==> src/rtl/pong_game_engine_if.sv <==
// Pong engine bus: VS and paddle buttons in, registered game state out.
interface pong_game_engine_if;
   logic       iVS;
   logic       iL_UP;
   logic       iL_DN;
   logic       iR_UP;
   logic       iR_DN;
   logic [9:0] ball_x;
   logic [9:0] ball_y;
   logic [9:0] paddleL_y;
   logic [9:0] paddleR_y;
   logic [3:0] score_l;
   logic [3:0] score_r;
   logic       oPOINT;

   // Driver side: sync generator and buttons
   modport master (
      output iVS, iL_UP, iL_DN, iR_UP, iR_DN,
      input  ball_x, ball_y, paddleL_y, paddleR_y, score_l, score_r, oPOINT
   );

   // Engine side
   modport slave (
      input  iVS, iL_UP, iL_DN, iR_UP, iR_DN,
      output ball_x, ball_y, paddleL_y, paddleR_y, score_l, score_r, oPOINT
   );
endinterface

==> src/rtl/pong_game_engine.sv <==
// Pong game state: ball, paddles and scores advanced once per video frame (VS falling edge).
module pong_game_engine #(
   parameter int unsigned H_RES        = 640,
   parameter int unsigned V_RES        = 480,
   parameter int unsigned BALL_SIZE    = 8,
   parameter int unsigned PADDLE_W     = 8,
   parameter int unsigned PADDLE_H     = 64,
   parameter int unsigned PADDLE_L_X   = 16,
   parameter int unsigned PADDLE_R_X   = 616,
   parameter int unsigned BALL_SPEED   = 2,
   parameter int unsigned PADDLE_SPEED = 4,
   parameter int unsigned SERVE_DELAY  = 60,
   parameter int unsigned WIN_SCORE    = 9
) (
   input  logic              iVGA_CLK,
   input  logic              iRST_n,
   pong_game_engine_if.slave bus
);

   localparam logic [9:0] BallCx   = 10'((H_RES - BALL_SIZE) / 2);
   localparam logic [9:0] BallCy   = 10'((V_RES - BALL_SIZE) / 2);
   localparam logic [9:0] PadCy    = 10'((V_RES - PADDLE_H) / 2);
   localparam logic [9:0] PadMax   = 10'(V_RES - PADDLE_H);
   localparam logic [9:0] BallYMax = 10'(V_RES - BALL_SIZE);
   localparam logic [9:0] HRes     = 10'(H_RES);
   localparam logic [9:0] BSize    = 10'(BALL_SIZE);
   localparam logic [9:0] PadH     = 10'(PADDLE_H);
   localparam logic [9:0] Speed    = 10'(BALL_SPEED);
   localparam logic [9:0] PSpeed   = 10'(PADDLE_SPEED);
   // Faces the ball's edge snaps to on a paddle hit
   localparam logic [9:0] LFace    = 10'(PADDLE_L_X + PADDLE_W);
   localparam logic [9:0] RFace    = 10'(PADDLE_R_X - BALL_SIZE);
   localparam logic [3:0] WinScore = 4'(WIN_SCORE);
   localparam int unsigned CntW    = $clog2(SERVE_DELAY + 1);
   localparam logic [CntW-1:0] CntLast = CntW'(SERVE_DELAY - 1);

   typedef enum logic [1:0] {
      StServe,
      StPlay,
      StGameOver
   } state_e;

   state_e          state_q, state_d;
   logic [CntW-1:0] cnt_q, cnt_d;
   logic [9:0]      ball_x_q, ball_x_d;
   logic [9:0]      ball_y_q, ball_y_d;
   logic [9:0]      paddle_l_q, paddle_l_d;
   logic [9:0]      paddle_r_q, paddle_r_d;
   logic [3:0]      score_l_q, score_l_d;
   logic [3:0]      score_r_q, score_r_d;
   logic            point_q, point_d;
   // dx: 1 = moving right; dy: 1 = moving down
   logic            dx_q, dx_d;
   logic            dy_q, dy_d;

   // {r_dn, r_up, l_dn, l_up}
   logic [3:0] btn_meta_q, btn_sync_q;
   logic       vs_q;
   logic       tick;

   logic [9:0] step_y;
   logic       step_dy;
   logic       hit_l, hit_r, miss_l, miss_r;
   logic [3:0] score_l_inc, score_r_inc;

   function automatic logic [9:0] paddle_step(input logic [9:0] y, input logic up,
                                              input logic dn);
      logic [9:0] r;
      r = y;
      if (up && !dn) begin
         r = (y < PSpeed) ? 10'd0 : y - PSpeed;
      end else if (dn && !up) begin
         r = (y + PSpeed >= PadMax) ? PadMax : y + PSpeed;
      end
      return r;
   endfunction

   // Button synchronisers and VS edge detector
   always_ff @(posedge iVGA_CLK or negedge iRST_n) begin
      if (!iRST_n) begin
         btn_meta_q <= '0;
         btn_sync_q <= '0;
         vs_q       <= 1'b0;
      end else begin
         btn_meta_q <= {bus.iR_DN, bus.iR_UP, bus.iL_DN, bus.iL_UP};
         btn_sync_q <= btn_meta_q;
         vs_q       <= bus.iVS;
      end
   end

   assign tick = vs_q && !bus.iVS;

   // Vertical step with wall bounce, from pre-update position
   always_comb begin
      step_y  = ball_y_q;
      step_dy = dy_q;
      if (dy_q && (ball_y_q + Speed >= BallYMax)) begin
         step_y  = BallYMax;
         step_dy = 1'b0;
      end else if (!dy_q && (ball_y_q < Speed)) begin
         step_y  = 10'd0;
         step_dy = 1'b1;
      end else if (dy_q) begin
         step_y = ball_y_q + Speed;
      end else begin
         step_y = ball_y_q - Speed;
      end
   end

   // Paddle contact and goal-line detection
   always_comb begin
      hit_l  = !dx_q && (ball_x_q <= LFace + Speed) && (ball_x_q >= LFace) &&
               (ball_y_q + BSize > paddle_l_q) && (ball_y_q < paddle_l_q + PadH);
      hit_r  = dx_q && (ball_x_q + Speed >= RFace) && (ball_x_q <= RFace) &&
               (ball_y_q + BSize > paddle_r_q) && (ball_y_q < paddle_r_q + PadH);
      miss_l = !dx_q && (ball_x_q < Speed);
      miss_r = dx_q && (ball_x_q + BSize + Speed > HRes);
      score_l_inc = score_l_q + 4'd1;
      score_r_inc = score_r_q + 4'd1;
   end

   // Game state register
   always_ff @(posedge iVGA_CLK or negedge iRST_n) begin
      if (!iRST_n) begin
         state_q    <= StServe;
         cnt_q      <= '0;
         ball_x_q   <= BallCx;
         ball_y_q   <= BallCy;
         paddle_l_q <= PadCy;
         paddle_r_q <= PadCy;
         score_l_q  <= 4'd0;
         score_r_q  <= 4'd0;
         point_q    <= 1'b0;
         dx_q       <= 1'b1;
         dy_q       <= 1'b1;
      end else begin
         state_q    <= state_d;
         cnt_q      <= cnt_d;
         ball_x_q   <= ball_x_d;
         ball_y_q   <= ball_y_d;
         paddle_l_q <= paddle_l_d;
         paddle_r_q <= paddle_r_d;
         score_l_q  <= score_l_d;
         score_r_q  <= score_r_d;
         point_q    <= point_d;
         dx_q       <= dx_d;
         dy_q       <= dy_d;
      end
   end

   // Next-state logic: everything holds except on a frame tick; the point pulse self-clears
   always_comb begin
      state_d    = state_q;
      cnt_d      = cnt_q;
      ball_x_d   = ball_x_q;
      ball_y_d   = ball_y_q;
      paddle_l_d = paddle_l_q;
      paddle_r_d = paddle_r_q;
      score_l_d  = score_l_q;
      score_r_d  = score_r_q;
      point_d    = 1'b0;
      dx_d       = dx_q;
      dy_d       = dy_q;

      if (tick) begin
         unique case (state_q)
            StServe: begin
               paddle_l_d = paddle_step(paddle_l_q, btn_sync_q[0], btn_sync_q[1]);
               paddle_r_d = paddle_step(paddle_r_q, btn_sync_q[2], btn_sync_q[3]);
               ball_x_d   = BallCx;
               ball_y_d   = BallCy;
               if (cnt_q == CntLast) begin
                  state_d = StPlay;
                  cnt_d   = '0;
               end else begin
                  cnt_d = cnt_q + 1'b1;
               end
            end
            StPlay: begin
               paddle_l_d = paddle_step(paddle_l_q, btn_sync_q[0], btn_sync_q[1]);
               paddle_r_d = paddle_step(paddle_r_q, btn_sync_q[2], btn_sync_q[3]);
               if (hit_l) begin
                  ball_x_d = LFace;
                  dx_d     = 1'b1;
                  ball_y_d = step_y;
                  dy_d     = step_dy;
               end else if (hit_r) begin
                  ball_x_d = RFace;
                  dx_d     = 1'b0;
                  ball_y_d = step_y;
                  dy_d     = step_dy;
               end else if (miss_l || miss_r) begin
                  // Ball recentres; dy is kept so the next serve continues the old slope
                  point_d  = 1'b1;
                  ball_x_d = BallCx;
                  ball_y_d = BallCy;
                  cnt_d    = '0;
                  if (miss_l) begin
                     score_r_d = score_r_inc;
                     dx_d      = 1'b0;
                     state_d   = (score_r_inc == WinScore) ? StGameOver : StServe;
                  end else begin
                     score_l_d = score_l_inc;
                     dx_d      = 1'b1;
                     state_d   = (score_l_inc == WinScore) ? StGameOver : StServe;
                  end
               end else begin
                  ball_x_d = dx_q ? ball_x_q + Speed : ball_x_q - Speed;
                  ball_y_d = step_y;
                  dy_d     = step_dy;
               end
            end
            StGameOver: begin
               ball_x_d = BallCx;
               ball_y_d = BallCy;
               if (|btn_sync_q) begin
                  score_l_d  = 4'd0;
                  score_r_d  = 4'd0;
                  paddle_l_d = PadCy;
                  paddle_r_d = PadCy;
                  cnt_d      = '0;
                  state_d    = StServe;
               end
            end
            default: begin
               state_d = StServe;
               cnt_d   = '0;
            end
         endcase
      end
   end

   assign bus.ball_x    = ball_x_q;
   assign bus.ball_y    = ball_y_q;
   assign bus.paddleL_y = paddle_l_q;
   assign bus.paddleR_y = paddle_r_q;
   assign bus.score_l   = score_l_q;
   assign bus.score_r   = score_r_q;
   assign bus.oPOINT    = point_q;

endmodule

==> src/flat_wrapper.sv <==
// flat-port wrapper written by rule: the top's interface ports become plain ports
module pong_game_engine_flat 
#(
   parameter int unsigned H_RES        = 640,
   parameter int unsigned V_RES        = 480,
   parameter int unsigned BALL_SIZE    = 8,
   parameter int unsigned PADDLE_W     = 8,
   parameter int unsigned PADDLE_H     = 64,
   parameter int unsigned PADDLE_L_X   = 16,
   parameter int unsigned PADDLE_R_X   = 616,
   parameter int unsigned BALL_SPEED   = 2,
   parameter int unsigned PADDLE_SPEED = 4,
   parameter int unsigned SERVE_DELAY  = 60,
   parameter int unsigned WIN_SCORE    = 9
)
  (iVGA_CLK, iRST_n, bus_iVS, bus_iL_UP, bus_iL_DN, bus_iR_UP, bus_iR_DN, bus_ball_x, bus_ball_y, bus_paddleL_y, bus_paddleR_y, bus_score_l, bus_score_r, bus_oPOINT);
  pong_game_engine_if bus_i ();
  input  logic iVGA_CLK;
  input  logic iRST_n;
  input wire logic [$bits(bus_i.iVS)-1:0] bus_iVS;
  input wire logic [$bits(bus_i.iL_UP)-1:0] bus_iL_UP;
  input wire logic [$bits(bus_i.iL_DN)-1:0] bus_iL_DN;
  input wire logic [$bits(bus_i.iR_UP)-1:0] bus_iR_UP;
  input wire logic [$bits(bus_i.iR_DN)-1:0] bus_iR_DN;
  output wire logic [$bits(bus_i.ball_x)-1:0] bus_ball_x;
  output wire logic [$bits(bus_i.ball_y)-1:0] bus_ball_y;
  output wire logic [$bits(bus_i.paddleL_y)-1:0] bus_paddleL_y;
  output wire logic [$bits(bus_i.paddleR_y)-1:0] bus_paddleR_y;
  output wire logic [$bits(bus_i.score_l)-1:0] bus_score_l;
  output wire logic [$bits(bus_i.score_r)-1:0] bus_score_r;
  output wire logic [$bits(bus_i.oPOINT)-1:0] bus_oPOINT;
  assign bus_i.iVS = bus_iVS;
  assign bus_i.iL_UP = bus_iL_UP;
  assign bus_i.iL_DN = bus_iL_DN;
  assign bus_i.iR_UP = bus_iR_UP;
  assign bus_i.iR_DN = bus_iR_DN;
  assign bus_ball_x = bus_i.ball_x;
  assign bus_ball_y = bus_i.ball_y;
  assign bus_paddleL_y = bus_i.paddleL_y;
  assign bus_paddleR_y = bus_i.paddleR_y;
  assign bus_score_l = bus_i.score_l;
  assign bus_score_r = bus_i.score_r;
  assign bus_oPOINT = bus_i.oPOINT;
  pong_game_engine #(.H_RES(H_RES), .V_RES(V_RES), .BALL_SIZE(BALL_SIZE), .PADDLE_W(PADDLE_W), .PADDLE_H(PADDLE_H), .PADDLE_L_X(PADDLE_L_X), .PADDLE_R_X(PADDLE_R_X), .BALL_SPEED(BALL_SPEED), .PADDLE_SPEED(PADDLE_SPEED), .SERVE_DELAY(SERVE_DELAY), .WIN_SCORE(WIN_SCORE)) u_core (.iVGA_CLK(iVGA_CLK), .iRST_n(iRST_n), .bus(bus_i));
endmodule
==> config.mk <==
export PLATFORM = sky130hd
export DESIGN_NAME = pong_game_engine_flat
export DESIGN_NICKNAME = d
export VERILOG_FILES = /design/src/rtl/pong_game_engine_if.sv /design/src/rtl/pong_game_engine.sv /design/src/flat_wrapper.sv
export SDC_FILE = /design/constraint.sdc
export NUM_CORES = 1
export LEC_CHECK = 0
export BUFFER_PORTS_ARGS = -buffer_cell sky130_fd_sc_hd__buf_2
export CAP_MARGIN = 20
export CORE_ASPECT_RATIO = 1.25
export CORE_MARGIN = 3
export CORE_UTILIZATION = 55
export DETAILED_ROUTE_END_ITERATION = 16
export GPL_ROUTABILITY_DRIVEN = 1
export PLACE_DENSITY = 0.89
export SLEW_MARGIN = 15
export SYNTH_ARGS = -nofsm -noshare
export SYNTH_HDL_FRONTEND = slang
export SYNTH_SLANG_ARGS = --single-unit
==> constraint.sdc <==
create_clock -name iVGA_CLK -period 3 [get_ports iVGA_CLK]
set_clock_uncertainty 0.1 [all_clocks]
set_input_delay 0 -clock iVGA_CLK [delete_from_list [all_inputs] [get_ports iVGA_CLK]]
set_output_delay 0 -clock iVGA_CLK [all_outputs]
set_load 0.01 [all_outputs]
==> impl_metrics.env <==
export IMPL_drv_cap=0
export IMPL_period_minus_slack_ps=2900
export IMPL_row_count=40
export IMPL_rsz0062_at_grt="true"
export IMPL_synth_top_family_by_area="compound AO/OA/AOI/OAI gates"
export IMPL_wire_per_inst_microns=19.4
export IMPL_setup_viol=0
export IMPL_fin_cells=866
export IMPL_ys_seq_area_share_pct=29.0
export IMPL_slew_headroom_pct=29.7
export IMPL_synthArstFlopShare_pct=100
export IMPL_root_buffer="clkbuf_16"
export IMPL_finalMaxSlewViolations=0
export IMPL_seqCellArea_sq_um=1600
export IMPL_firstDrtPassIters=8
export IMPL_yosys_area_share_simple_pct=24.0
export IMPL_slowest_delay_ps=540
export IMPL_postLayoutCellArea_sq_um=6460
export IMPL_cp_startpoint="u_core.bus.ball_y[5]"
export IMPL_io_buffers=50
export IMPL_worstMarginPinSlew_ps=1050
export IMPL_gp_congestion=0.966
export IMPL_grt_pass1_vias=5746
export IMPL_fmax_ghz=0.345
export IMPL_synthMuxAreaShare_pct=0.591
export IMPL_avgSynthCellArea_sq_um=8.18
export IMPL_synthXorXnorAreaFrac_pct=4.29
export IMPL_place_area_sq_um=5950
export IMPL_grt_pass1_wl_microns=27600
export IMPL_synth_ff_type="dfrtp_1"
export IMPL_path_common_cell="and3_4"
export IMPL_syn_area_sq_um=5510
export IMPL_fin_crit_sh_pct=96.6
export IMPL_vias=5718
export IMPL_dpl_cell_count=840
export IMPL_htreeDepth=3
export IMPL_required_ps=3130
export IMPL_synth_cells=673
export IMPL_grt_max_degree=39
export IMPL_synthAdderAreaFrac_pct=11.1
export IMPL_path_class="flop to flop"
export IMPL_wirelength_microns=16800
export IMPL_initial_core_util_pct=56.7
export IMPL_cp_slowest_cell="dfstp_2"
export IMPL_drc=0
export IMPL_die_x_microns=95.5
export IMPL_hold_viol_final=0
export IMPL_outcome="finished, final reports clean"
export IMPL_yosysWarnings=0
export IMPL_synth_compound_area_share_pct=24.5
export IMPL_cp_max_fo=5
export IMPL_cts_tree="done"
export IMPL_cts_sinks=63
export IMPL_irDropWorstVdd_mv=0.343
export IMPL_final_antenna_net_count=0
export IMPL_ys_ff_latch=63
export IMPL_hold_class="primary input to flop"
export IMPL_antenna_found_initial=0
export IMPL_r2r_start="u_core.bus.ball_y[5]"
export IMPL_path_cells="and3_4 > nand3_2 > xnor2_2 > ha_1 > and4_4 > and4_1 > nor4b_2 > a31oi_2 > and3_4 > nand3b_1 > a21bo_1"
export IMPL_endpoint_kind="flop"
export IMPL_synth_edf_count=0
export IMPL_p_leak_nw=2.74
export IMPL_antenna_cells=0
export IMPL_multi_input_area_sq_um=3650
export IMPL_clk_pin_slew_worst_paths_ps=60
export IMPL_worst_skew_pair_late_latency_ps=340
export IMPL_viasPerCell=6.60
export IMPL_cts_path_max_buffers=2
export IMPL_fin_nets=791
export IMPL_drtIter0Drc=434
export IMPL_core_sq_um=9710
export IMPL_dp_hpwl_microns=11800
export IMPL_dieHeight_microns=118
export IMPL_p_per_area_nw_per_um2=551
export IMPL_critPathLaunchType="flop"
export IMPL_fill_cells=797
export IMPL_globalRoute_totalOverflow=0
export IMPL_io_pin_count=56
export IMPL_cts_buffers=9
export IMPL_die_area_sq_um=11300
export IMPL_hold_start="bus_iR_DN"
export IMPL_drive_gt1_share_pct=20.5
export IMPL_area_delta_synth_final_pct=17.4
export IMPL_grt_usage_pct=30.8
export IMPL_cp_data_arrival_time_ps=3030
export IMPL_fin_util_pct=66.6
export IMPL_synth_distinct_cells=82
[power breakdown]
group | leakage [nW] | switching (mW) | internal, mW
Sequential | 0.769 | 0.176 | 0.963
Clock | 0.173 | 0.454 | 0.825
Combinational | 1.80 | 0.679 | 0.465
Total | 2.74 | 1.31 | 2.25
[cell families (layout without fill, tap and decap cells)]
family | count (synthesis) | in the layout
flip-flops | 63 | 63
other | 1 | 5
XOR/XNOR | 27 | 27
multiplexers | 3 | 3
buffers and inverters | 79 | 142
AO/OA/AOI/OAI | 198 | 198
adder cells (fa/ha/maj) | 49 | 49
AND/OR/NAND/NOR | 253 | 253
[critical path: cells and delay by family, from the launching register on]
| family | cells | cell delay, ps |
|---|---|---|
| compound gates | 2 | 350 |
| xor+xnor | 1 | 180 |
| fa+ha+maj | 1 | 330 |
| flops | 1 | 540 |
| simple gates | 7 | 1270 |
[repair_timing]
action / in CTS / in global routing
resized for setup: 3 / 10
pin swaps: 1 / 8
gates cloned: 0 / 0
setup buffers: 0 / 4
setup endpoints to repair: 2 / 10
hold buffers: 6 / 0
endpoints found under the hold margin: 26 / 0
[through the flow]
stage | TNS (ps) | setup slack (ps) | hold slack, ps | power [mW]
after floorplan | 0 | 15.9 | -396 | 1.88
after global placement | 0 | 105 | 8.26 | 2.18
after detailed placement | -13.4 | -13.4 | 10.5 | 2.23
after CTS | 0 | 0.206 | 198 | 3.51
after global routing | -112 | -68.6 | 210 | 3.77
final | 0 | 103 | 201 | 3.56
[cell type report]
type / instances / area share [%]
timing repair buffer: 91 / 8.92
sequential: 63 / 24.7
tap: 126 / 2.44
clock inverter: 7 / 1.97
clock buffer: 9 / 3.48
multi-input combinational: 535 / 56.4
inverter: 35 / 2.03
[path summary, 6_finish.rpt]
check / slack [ps] / endpoint / cells after the start
max: 100 / u_core.bus.ball_x[6] / 11
min: 200 / u_core.btn_meta_q[3] / 2
max reg2reg: 100 / u_core.bus.ball_x[6] / 11
min reg2reg: 260 / u_core.btn_sync_q[2] / 0
max in group asynchronous: 1780 / u_core.bus.paddleL_y[3] / 3
min in group asynchronous: 230 / u_core.bus.paddleR_y[2] / 2
[cells in the final DEF (no fill, tap or decap), types with 17 or more instances in the layout]
| cell type | count |
|---|---|
| ha_1 | 48 |
| buf_4 | 34 |
| o21ai_0 | 33 |
| inv_1 | 34 |
| nand3_1 | 39 |
| nor3_1 | 17 |
| o21ai_1 | 19 |
| a21oi_1 | 39 |
| nor2_1 | 45 |
| dfstp_2 | 18 |
| nand2_1 | 61 |
| dfrtp_1 | 45 |
| buf_2 | 50 |
[layer usage]
layer / global-route usage (%) / up-vias / share of wire, %
li1: - / 2607 / -
met1: 36.5 / 2721 / 38
met2: 51.4 / 321 / 50
met3: 6.78 / 69 / 8.1
met4: 15.3 / 0 / 4.2
met5: 0 / - / 0
[cells in the mapped netlist, types with 17 or more instances]
cell type  instances  area share, %
clkbuf_1          23            1.6
nand3_1           40            3.6
o21ai_1           18            1.6
ha_1              49             11
inv_1             34            2.3
dfrtp_1           45             20
nor3_1            17            1.5
dfstp_2           18            8.6
a21oi_1           39            3.5
o21ai_0           34            3.1
xnor2_1           21            3.3
nand2_1           61            4.2
nor2_1            45            3.1
[state kept, by name, summed over array words and instances (netlist names), 2 cells and up]
signal	cells
u_core.cnt_q	6
u_core.bus.score_l	4
u_core.bus.paddleR_y	8
u_core.btn_sync_q	4
u_core.bus.score_r	4
u_core.bus.paddleL_y	8
u_core.bus.ball_y	10
u_core.state_q	2
u_core.bus.ball_x	9
u_core.btn_meta_q	4
Power figures use the tool's default switching activity.
